**src/rtl/cmd_tx.sv**
```systemverilog
// SD CMD line transmitter: serializes a 48-bit command frame with on-the-fly CRC7, state updates on negedge clk.
// Optional preamble of PRE_CYCLES ones before the start bit is enabled by defining CMDTX_PREAMBLE_EN.
module cmd_tx #(
  parameter int GAP_CYCLES = 2,
  parameter int PRE_CYCLES = 8
) (
  input  logic        clk,
  input  logic        reset,
  input  logic        start,
  input  logic [5:0]  cmd_index,
  input  logic [31:0] cmd_arg,
  output logic        scmdout,
  output logic        oe,
  output logic        busy,
  output logic        done
);

  typedef enum logic [2:0] {
    S_IDLE = 3'd0,
`ifdef CMDTX_PREAMBLE_EN
    S_PRE  = 3'd1,
`endif
    S_SEND = 3'd2,
    S_CRC  = 3'd3,
    S_ENDB = 3'd4,
    S_GAP  = 3'd5
  } state_t;

  localparam logic [5:0] PRE_LAST = 6'(PRE_CYCLES - 1);
  localparam logic [3:0] GAP_LAST = 4'(GAP_CYCLES - 1);

  state_t      r_state;
  state_t      w_next;
  logic [39:0] r_shift;
  logic [6:0]  r_crc;
  logic [5:0]  r_cnt;
  logic [3:0]  r_gap;
  logic        r_done;
  logic        w_oe;
  logic        w_sout;

  // Serial CRC7, polynomial x^7 + x^3 + 1
  function automatic logic [6:0] crc7_step(input logic [6:0] crc, input logic bit_in);
    logic fb;
    fb = bit_in ^ crc[6];
    return {crc[5:0], 1'b0} ^ (fb ? 7'h09 : 7'h00);
  endfunction

  always_ff @(negedge clk or negedge reset) begin
    if (!reset) r_state <= S_IDLE;
    else        r_state <= w_next;
  end

  always_comb begin
    w_next = r_state;
    w_oe   = 1'b0;
    w_sout = 1'b1;
    case (r_state)
      S_IDLE: begin
        if (start) begin
`ifdef CMDTX_PREAMBLE_EN
          w_next = S_PRE;
`else
          w_next = S_SEND;
`endif
        end
      end
`ifdef CMDTX_PREAMBLE_EN
      S_PRE: begin
        w_oe = 1'b1;
        if (r_cnt == PRE_LAST) w_next = S_SEND;
      end
`endif
      S_SEND: begin
        w_oe   = 1'b1;
        w_sout = r_shift[39];
        if (r_cnt == 6'd39) w_next = S_CRC;
      end
      S_CRC: begin
        w_oe   = 1'b1;
        w_sout = r_crc[3'd6 - r_cnt[2:0]];
        if (r_cnt == 6'd6) w_next = S_ENDB;
      end
      S_ENDB: begin
        w_oe   = 1'b1;
        w_next = (GAP_CYCLES == 0) ? S_IDLE : S_GAP;
      end
      S_GAP: begin
        if (r_gap == GAP_LAST) w_next = S_IDLE;
      end
      default: w_next = S_IDLE;
    endcase
  end

  // Outputs follow the state register directly, so an async reset clears them at once
  assign oe      = w_oe;
  assign scmdout = w_sout;
  assign busy    = (r_state != S_IDLE);
  assign done    = r_done;

  always_ff @(negedge clk or negedge reset) begin
    if (!reset) begin
      r_shift <= '0;
      r_crc   <= '0;
      r_cnt   <= '0;
      r_gap   <= '0;
      r_done  <= 1'b0;
    end else begin
      r_done <= (r_state == S_ENDB);
      case (r_state)
        S_IDLE: begin
          if (start) begin
            r_shift <= {1'b0, 1'b1, cmd_index, cmd_arg};
            r_crc   <= '0;
            r_cnt   <= '0;
            r_gap   <= '0;
          end
        end
`ifdef CMDTX_PREAMBLE_EN
        S_PRE: begin
          r_cnt <= (r_cnt == PRE_LAST) ? 6'd0 : r_cnt + 6'd1;
        end
`endif
        S_SEND: begin
          // CRC absorbs the bit that was on the line during the interval just ending
          r_crc   <= crc7_step(r_crc, r_shift[39]);
          r_shift <= {r_shift[38:0], 1'b0};
          r_cnt   <= (r_cnt == 6'd39) ? 6'd0 : r_cnt + 6'd1;
        end
        S_CRC: begin
          r_cnt <= r_cnt + 6'd1;
        end
        S_ENDB: begin
          r_gap <= '0;
        end
        S_GAP: begin
          r_gap <= r_gap + 4'd1;
        end
        default: ;
      endcase
    end
  end

endmodule

```
**config.mk**
```make
export PLATFORM = sky130hd
export DESIGN_NAME = cmd_tx
export DESIGN_NICKNAME = d
export VERILOG_FILES = /design/src/rtl/cmd_tx.sv
export SDC_FILE = /design/constraint.sdc
export NUM_CORES = 1
export LEC_CHECK = 0
export ABC_CLOCK_PERIOD_IN_PS = 2000
export BUFFER_PORTS_ARGS = -buffer_cell sky130_fd_sc_hd__buf_2
export CAP_MARGIN = 20
export CORE_ASPECT_RATIO = 0.7
export CORE_MARGIN = 2
export CORE_UTILIZATION = 56
export DETAILED_ROUTE_END_ITERATION = 12
export PLACE_DENSITY = 0.83
export SYNTH_ARGS = -nofsm -noshare
export SYNTH_HDL_FRONTEND = slang
export SYNTH_SLANG_ARGS = --single-unit
```
**constraint.sdc**
```tcl
create_clock -name clk -period 2 [get_ports clk]
set_input_delay 0.3 -clock clk [delete_from_list [all_inputs] [get_ports clk]]
set_output_delay 0.3 -clock clk [all_outputs]
set_load 0.02 [all_outputs]
```
==> results of run 1 <==
==> path summary, 6_finish.rpt <==
kind | to | slack (ns) | cells after the start | start
max | scmdout | -1.22 | 6 | r_cnt[0]
min | r_shift[33] | 0.42 | 2 | r_shift[32]
max reg2reg | r_shift[37] | 0.03 | 8 | r_state[1]
min reg2reg | r_shift[33] | 0.42 | 2 | r_shift[32]
max in group asynchronous | r_cnt[1] | 0.85 | 2 | reset
min in group asynchronous | done | 0.83 | 2 | reset
==> flip-flops by register name (all words and copies together) (netlist names) <==
name	count
done	1
r_cnt	6
r_crc	7
r_gap	4
r_shift	40
r_state	3
==> power groups by stage <==
stage | clock network [mW] | registers (mW) | logic, mW
CTS | 1.11 | 1.25 | 0.0860
detailed placement | 0 | 1.27 | 0.0822
global placement | 0 | 1.27 | 0.0801
global route | 1.19 | 1.24 | 0.0961
floorplan | 0 | 1.27 | 0.00644
finish | 1.12 | 1.25 | 0.0866
==> cells in the mapped netlist (3+ instances only) <==
cell type	count	share of area
sky130_fd_sc_hd__mux2i_1	40	0.14
sky130_fd_sc_hd__inv_1	6	0.0076
sky130_fd_sc_hd__o21ai_0	23	0.039
sky130_fd_sc_hd__nand3_1	5	0.0084
sky130_fd_sc_hd__ha_1	4	0.017
sky130_fd_sc_hd__buf_2	7	0.012
sky130_fd_sc_hd__dfrtn_1	61	0.52
sky130_fd_sc_hd__nand2b_1	3	0.0063
sky130_fd_sc_hd__nand2_1	67	0.085
sky130_fd_sc_hd__nor2b_1	3	0.0063
sky130_fd_sc_hd__a31oi_1	4	0.0084
sky130_fd_sc_hd__clkbuf_1	5	0.0063
sky130_fd_sc_hd__o21ai_1	37	0.063
sky130_fd_sc_hd__nor2_1	9	0.011
==> metrics by stage <==
| stage | hold slack (ns) | setup slack, ns | cells | instance area (sq um) | util |
|---|---|---|---|---|---|
| 2_1_floorplan | 0.396 | -0.667 | 301 | 3050 | - |
| 3_3_place_gp | 0.408 | -0.744 | 428 | 3500 | 0.677 |
| 3_5_place_dp | 0.427 | -0.842 | 428 | 3500 | 0.677 |
| 4_1_cts | 0.427 | -1.19 | 453 | 3910 | 0.756 |
| 5_1_grt | 0.444 | -1.26 | 457 | 4010 | 0.774 |
| 6_report | 0.425 | -1.22 | 457 | 4010 | 0.774 |
==> timing repair <==
| action | in CTS | in global routing |
|---|---|---|
| cloned | 4 | 1 |
| gates resized for setup | 18 | 13 |
| hold buffers | 0 | 0 |
| buffers inserted | 5 | 3 |
| pin swaps | 5 | 6 |
| endpoints found under the setup margin | 7 | 45 |
==> worst min-delay path: stages (launching register included) <==
cell	delay, ns
sky130_fd_sc_hd__dfrtn_1	0.40
sky130_fd_sc_hd__nand2_1	0.05
sky130_fd_sc_hd__o21ai_1	0.06
==> area by class of cell <==
cell class | instances | area share
clock buffers | 12 | 0.0362
multi-input cells | 217 | 0.353
inverters | 6 | 0.00750
well taps | 72 | 0.0225
repair buffers | 85 | 0.188
clock inverters | 4 | 0.0119
flip-flops and latches | 61 | 0.381
==> routing by layer <==
layer	up-vias	routed length, microns	part of all wire
met5	-	0	0
met4	0	245	0.031
met3	25	476	0.061
met2	89	3780	0.48
met1	1218	3350	0.43
li1	1194	-	-
==> kinds of logic after synthesis <==
logic type | after synthesis | synth area share
DFF | 61 | 0.515
adders and majority gates | 4 | 0.0169
muxes | 40 | 0.135
and+or+nand+nor | 94 | 0.138
AOI/OAI and AO/OA | 75 | 0.138
xor gates and xnor gates | 4 | 0.0118
buffers and inverters | 23 | 0.0452
==> results.cfg, run 1 <==
[outcome]
status = finished with violations
failed_checks = setup timing

[worst_hold_path]
path_category_of_the_worst_min_delay_check = reg -> reg

[clocking]
cts.htree.levels = 3
numClockSinks = 61
clk_pin_slew_worst_paths_ns = 0.05
clk_root_buffer_cell = sky130_fd_sc_hd__clkbuf_8
tritoncts = built
cts_inserted_buffers = 9
clock_latency_ns = 0.34
cts_buffer_depth = 2

[worst_setup_path]
critical_path_class = reg -> out
critical-path-slowest-cell = sky130_fd_sc_hd__dfrtn_1
worst-endpoint-required_ns = 1.70
highest_net_fanout_along_the_worst_path = 5
critical_path.max_stage_delay_ns = 0.52
ordered_cell_list_for_the_critical_path = ha_4, xnor2_4, mux2i_1, a31oi_1, o22a_2, buf_6
worst_path_bufs_invs = 1
critPathTopFamily = flip-flops
crit_path_start_kind = flop
crit_end_category = output pin
arrival_ns = 2.92

[synthesis]
synth-main-ff-cell = sky130_fd_sc_hd__dfrtn_1
synth_sequential_area_ratio = 0.515
synth_enable_flop_cells = 0
synth_area_sq_um = 2960
avgSynthCellArea_sq_um = 9.84
synth_async_sr_flop_share = 1.00
synth_seq_cells = 61
ys.warnings.count = 0
synthesis.instances = 301
synth_cell_type_count = 34
syn-num-nets = 346

[place]
dpl.hpwl_microns = 4420
placer_congestion_estimate = 0.861
port_buffers = 44

[grt]
gr-max-usage-layer = met2
global_route_wire_length_before_repair_microns = 12100
grt_util_met1 = 0.330
antenna_violations_before_repair = 0
globalRouteMet3Util = 0.110
gr-usage-met2 = 0.446
grt_start_max_net_pins = 83
grt_remaining_overflow = 0
first_global_vias = 2447
grtUsageTotal = 0.273

[final_layout]
layout.nets = 425
post_route_cells_drive_above_1_share = 0.304
multiInputGateArea_sq_um = 1410
fillers = 349
footprint_of_the_flip_flops_and_latches_sq_um = 1530
most-common-layout-cells = sky130_fd_sc_hd__nand2_1, sky130_fd_sc_hd__dfrtn_1, sky130_fd_sc_hd__o21ai_1, sky130_fd_sc_hd__buf_2, sky130_fd_sc_hd__mux2i_1
diodes = 0
layout-area-overhead-vs-synth_pct = 35.3
most_frequent_standard_cell_in_the_layout_excluding_fill_and_tap_cells = sky130_fd_sc_hd__nand2_1

[floorplan]
rows = 22
chipWidth_microns = 90.9
die_area_sq_um = 5900
ios = 45
height_of_the_die_microns = 64.8
core_region_area_sq_um = 5170
initial_core_util = 0.572

[drt]
ant_nets = 0
detailroute.via_count = 2526
viasPerCell = 5.53
drt-pass1-iter-count = 5
avgRoutedWirePerCell_microns = 17.2
drtIter0Drc = 183
remaining_drc_errors = 0
route.final.wire_length_microns = 7850

[power]
netSwitchingFraction = 0.229
power_per_cell_area_nw_per_um2 = 612
combPwrFrac = 0.035
total_switching_power_mw = 0.561
internal_power_mw = 1.89
power.ir.vdd_worst_mv = 0.452
sequentialPowerShare = 0.508
power_mw = 2.45
clkPwrFrac = 0.457
p_leak_nw = 1.75

[sta]
worst_clock_skew_ns = 0.00380
hold_viol = 0
final.setup.worst_slack_ns = -1.22
final-setup-viol-count = 4
timing_max_transition_violations_final = 0
rsz0062_at_grt = true
setup_total_negative_slack_ns = -2.66
maxSlewHeadroom = 0.712
max_slew.worst_pin.slew_ns = 0.431

[flow_run]
max_cap_viols = 0
No activity file was read; power rests on OpenSTA's default activity.
==> run 2, diff against run 1 <==
--- a/config.mk
+++ b/config.mk
@@ -12,5 +12,6 @@
 export CORE_MARGIN = 2
-export CORE_UTILIZATION = 56
+export CORE_UTILIZATION = 40
+export CTS_CLUSTER_DIAMETER = 100
 export DETAILED_ROUTE_END_ITERATION = 12
-export PLACE_DENSITY = 0.83
+export PLACE_DENSITY = 0.64
 export SYNTH_ARGS = -nofsm -noshare
==> constraint.sdc (replaced) <==
create_clock -name clk -period 2 [get_ports clk]
set_input_delay 0.1 -clock clk [delete_from_list [all_inputs] [get_ports clk]]
set_output_delay 0.1 -clock clk [all_outputs]
set_load 0.02 [all_outputs]
==> run 2 against run 1 <==
The flow still finishes with violations (setup timing). Core utilization fell by 25 points. Sequential power barely moved. Register-to-register slack improved by 0.12 ns. Worst setup slack improved by 0.31 ns. Critical endpoint unchanged. Largest power group unchanged.
==> results.cfg, run 2 (synthesized netlist as in run 1, its figures left out) <==
[outcome]
status = finished with violations
failed_checks = setup timing

[grt]
grt_start_max_net_pins = 62
first_global_vias = 2255
grt_remaining_overflow = 0
global_route_wire_length_before_repair_microns = 10300
antenna_violations_before_repair = 0
grtUsageTotal = 0.162

[drt]
met2WireLength_microns = 2590
drt-pass1-iter-count = 4
ant_nets = 0
wl_met1_microns = 2950
drtIter0Drc = 110
avgRoutedWirePerCell_microns = 12.5
routed.top_layer = met4
route.final.wire_length_microns = 5940
remaining_drc_errors = 0
viasPerCell = 4.91
detailroute.via_count = 2330
detailroute.wirelength.met3_microns = 320

[clocking]
cts.htree.levels = 3
clk_root_buffer_cell = sky130_fd_sc_hd__clkbuf_8
cts_buffer_depth = 2
cts_inserted_buffers = 9
clock_latency_ns = 0.33
clk_pin_slew_worst_paths_ns = 0.05
tritoncts = built
cts_hold_repair.buffers = 0
numClockSinks = 61

[worst_setup_path]
arrival_ns = 2.81
crit_end_category = output pin
critical_path.endpoint = scmdout
critical_path.max_stage_delay_ns = 0.47
worstReg2RegStart = r_state[2]
critical-path-slowest-cell = sky130_fd_sc_hd__dfrtn_1
critical_path_class = reg -> out
timing.rr.end = r_shift[35]
critical_path.startpoint = r_cnt[0]
crit_path_start_kind = flop
worst-endpoint-required_ns = 1.90
ordered_cell_list_for_the_critical_path = ha_4, xnor2_4, mux2i_1, o21ai_1, o22a_2, buf_2
highest_net_fanout_along_the_worst_path = 5
reg2reg_depth = 7
reg2reg_slack_ns = 0.15

[floorplan]
height_of_the_die_microns = 76.0
ios = 45
rows = 26
die_area_sq_um = 8120
core_region_area_sq_um = 7220
initial_core_util = 0.410
chipWidth_microns = 107

[sta]
worst_clock_skew_ns = 0.00557
final.setup.worst_slack_ns = -0.911
timing_max_transition_violations_final = 0
maxSlewHeadroom = 0.745
max_slew.worst_pin.slew_ns = 0.378
hold_viol = 0
rsz0062_at_grt = true
hold_slack_ns = 0.426
final-setup-viol-count = 3

[power]
power_per_cell_area_nw_per_um2 = 651
total_switching_power_mw = 0.519
clkPwrFrac = 0.466
power.ir.vdd_worst_mv = 0.345
sequentialPowerShare = 0.503
internal_power_mw = 1.96
netSwitchingFraction = 0.210
p_leak_nw = 1.68
combPwrFrac = 0.031

[final_layout]
top_regs = r_shift: 40 flops, r_crc: 7 flops, r_cnt: 6 flops
fillers = 677
layout.nets = 417
final_util = 0.527
final-instance-count-excl-fill = 475
footprint_of_the_flip_flops_and_latches_sq_um = 1530
layout-area-overhead-vs-synth_pct = 28.5
diodes = 0
post_route_cells_drive_above_1_share = 0.268
multiInputGateArea_sq_um = 1370
most_frequent_standard_cell_in_the_layout_excluding_fill_and_tap_cells = sky130_fd_sc_hd__nand2_1
max_ffs_per_register = 40
register_with_the_highest_flop_count = r_shift
most-common-layout-cells = sky130_fd_sc_hd__nand2_1, sky130_fd_sc_hd__dfrtn_1, sky130_fd_sc_hd__buf_2

[worst_hold_path]
path_category_of_the_worst_min_delay_check = reg -> reg
min_from = r_shift[33]

[place]
placer_congestion_estimate = 0.764
port_buffers = 44
dpl.hpwl_microns = 4020
dp_slack_ns = -0.594
dp_cells = 454

[flow_run]
max_cap_viols = 0
## run 2: critical path: cells and delay by family (launching register included)
family,cells,cell delay [ns]
DFF,1,0.47
AOI/OAI and AO/OA,2,0.31
muxes,1,0.22
adders and majority gates,1,0.18
buffers and inverters,1,0.16
xor gates and xnor gates,1,0.15
## run 2: power groups by stage
stage          sequential, mW  clock, mW  combinational, mW
2_1_floorplan            1.27          0            0.00544
6_report                 1.25       1.15             0.0762
3_3_place_gp             1.27          0             0.0793
5_1_grt                  1.24       1.26             0.0881
4_1_cts                  1.25       1.19             0.0801
3_5_place_dp             1.27          0             0.0797
## run 2: timing repair
item                       CTS  global route
setup endpoints to repair    3             3
resized for setup            9             1
buffers inserted             2             3
pin swaps                    0             0
## run 2: through the flow
step           setup TNS [ns]  cell area, sq um  total power, mW
2_1_floorplan          -0.467              3010             1.27
3_3_place_gp            -3.98              3520             1.35
3_5_place_dp            -4.74              3520             1.35
4_1_cts                 -1.76              3780             2.51
5_1_grt                 -1.91              3810             2.59
6_report                -1.70              3810             2.48
## run 2: final cells by class
type / count / share of cell area
Clock inverter: 3 / 0.0112
Inverter: 6 / 0.00592
Clock buffer: 13 / 0.0444
Tap cell: 98 / 0.0322
Multi-Input combinational cell: 217 / 0.359
Sequential cell: 61 / 0.401
Timing Repair Buffer: 77 / 0.147
## run 2: worst min-delay path by stage
stage                        endpoint  depth (start not counted)
after floorplan              r_cnt[5]                          1
after global placement    r_shift[28]                          2
after detailed placement  r_shift[35]                          2
after CTS                    r_cnt[5]                          1
after global routing      r_shift[34]                          2
final                     r_shift[34]                          2
## run 2: layer usage
layer,up-vias,global-route usage
met5,-,0
met4,0,0.0506
met3,5,0.0736
met2,48,0.230
met1,1099,0.222
li1,1178,-
==> run 3, diff against run 2 <==
Settings changed: TNS_END_PERCENT set to 30.
==> run 3 against run 2 <==
The run still ends with setup timing left. Power up 9.9%. Sequential cell count unchanged. Combinational power up 1%. Clock skew up 0.00080 ns. Global-route usage up 0.34 points. Critical path type unchanged. First-iteration DRC count down 16%. Highest routed layer unchanged.
==> results.cfg, run 3 (synthesized netlist as in run 1, its figures left out) <==
[outcome]
status = finished with violations
failed_checks = setup timing

[sta]
hold_viol = 0
timing_max_transition_violations_final = 0
maxSlewHeadroom = 0.681
final.setup.worst_slack_ns = -0.915
final-setup-viol-count = 3
max_slew.worst_pin.slew_ns = 0.473
worst_clock_skew_ns = 0.00637
rsz0062_at_grt = true

[final_layout]
post_route_cells_drive_above_1_share = 0.266
layout.nets = 416
layout-area-overhead-vs-synth_pct = 29.1
diodes = 0
register_with_the_highest_flop_count = r_shift
most-common-layout-cells = sky130_fd_sc_hd__nand2_1, sky130_fd_sc_hd__dfrtn_1, sky130_fd_sc_hd__buf_2
most_frequent_standard_cell_in_the_layout_excluding_fill_and_tap_cells = sky130_fd_sc_hd__nand2_1
max_ffs_per_register = 40
final-instance-count-excl-fill = 474
top_regs = r_shift: 40 flops, r_crc: 7 flops, r_cnt: 6 flops
final_util = 0.529

[power]
p_leak_nw = 1.69
power.ir.vdd_worst_mv = 0.369
netSwitchingFraction = 0.199
total_switching_power_mw = 0.542
internal_power_mw = 2.18
power_per_cell_area_nw_per_um2 = 712
clkPwrFrac = 0.514
combPwrFrac = 0.028
sequentialPowerShare = 0.457

[place]
placer_congestion_estimate = 0.852
dp_cells = 456
dpl.hpwl_microns = 4220
dp_slack_ns = -0.610
port_buffers = 44

[grt]
grt_remaining_overflow = 0
grtUsageTotal = 0.166
antenna_violations_before_repair = 0
global_route_wire_length_before_repair_microns = 10700
grt_start_max_net_pins = 62
first_global_vias = 2249

[clocking]
clock_latency_ns = 0.33
cts_inserted_buffers = 9
numClockSinks = 61
cts.htree.levels = 3
cts_hold_repair.buffers = 0
cts_buffer_depth = 2
clk_root_buffer_cell = sky130_fd_sc_hd__clkbuf_8
tritoncts = built
clk_pin_slew_worst_paths_ns = 0.05

[drt]
route.final.wire_length_microns = 6130
avgRoutedWirePerCell_microns = 12.9
ant_nets = 0
detailroute.via_count = 2312
drt-pass1-iter-count = 4
viasPerCell = 4.88
drtIter0Drc = 92
remaining_drc_errors = 0

[flow_run]
max_cap_viols = 0

[floorplan]
chipWidth_microns = 107
core_region_area_sq_um = 7220
initial_core_util = 0.410
die_area_sq_um = 8120
height_of_the_die_microns = 76.0
rows = 26
ios = 45

[worst_setup_path]
critical_path_class = reg -> out
crit_path_start_kind = flop
worst-endpoint-required_ns = 1.90
highest_net_fanout_along_the_worst_path = 5
crit_end_category = output pin
arrival_ns = 2.81
reg2reg_depth = 7

[worst_hold_path]
hold-path-cell-count = 2
path_category_of_the_worst_min_delay_check = reg -> reg
run 3: cell types whose count changed in the layout (fill, tap and decap cells not counted), sizes merged:
| cell | change |
|---|---|
| clkbuf | -2 |
| bufinv | +2 |
| buf | -1 |
run 3: power groups by stage:
stage          registers [mW]  logic (mW)  clock network (mW)
4_1_cts                  1.24      0.0807                1.43
5_1_grt                  1.24      0.0887                1.48
2_1_floorplan            1.27     0.00544                   0
6_report                 1.24      0.0772                1.40
3_3_place_gp             1.27      0.0798                   0
3_5_place_dp             1.27      0.0805                   0
run 3: timing repair:
item / CTS / global route
hold endpoints to repair: 0 / 0
pin swaps: 2 / 4
endpoints found under the setup margin: 3 / 3
buffers inserted: 2 / 0
gates resized for setup: 7 / 3
run 3: through the flow:
step           hold WS, ns  TNS (ns)  total power [mW]  area (sq um)
3_3_place_gp         0.421     -4.01              1.35          3520
4_1_cts              0.431     -1.80              2.76          3810
3_5_place_dp         0.428     -5.06              1.35          3520
6_report             0.427     -1.69              2.72          3820
2_1_floorplan        0.396    -0.653              1.27          3010
5_1_grt              0.456     -1.93              2.82          3820
run 3: critical path: stages (launching register included):
cell                      delay, ns
sky130_fd_sc_hd__dfrtn_1       0.49
sky130_fd_sc_hd__ha_4          0.19
sky130_fd_sc_hd__xnor2_4       0.15
sky130_fd_sc_hd__mux2i_1       0.23
sky130_fd_sc_hd__o21ai_1       0.08
sky130_fd_sc_hd__o22a_2        0.23
sky130_fd_sc_hd__buf_6         0.13
run 3: area by class of cell:
class	instances	area, sq um
inverters	6	22.5
flip-flops and latches	61	1530
clock inverters	5	106
fillers	687	3400
multi-input cells	217	1360
well taps	98	123
repair buffers	76	533
clock buffers	11	151
run 3: path summary, 6_finish.rpt:
kind	from	to	slack, ns
hold / removal	r_shift[2]	r_shift[3]	0.43
max in group asynchronous	reset	r_shift[14]	1.04
min in group asynchronous	reset	r_gap[3]	0.66
setup / recovery	r_cnt[0]	scmdout	-0.91
hold reg to reg	r_shift[2]	r_shift[3]	0.43
setup reg to reg	r_state[0]	r_shift[25]	0.13
run 3: metal layers:
metal | up-vias | track usage | routed length [microns]
met5 | - | 0 | 0
met4 | 0 | 0.0506 | 35
met3 | 6 | 0.0624 | 397
met2 | 57 | 0.223 | 2580
met1 | 1078 | 0.246 | 3110
li1 | 1171 | - | -
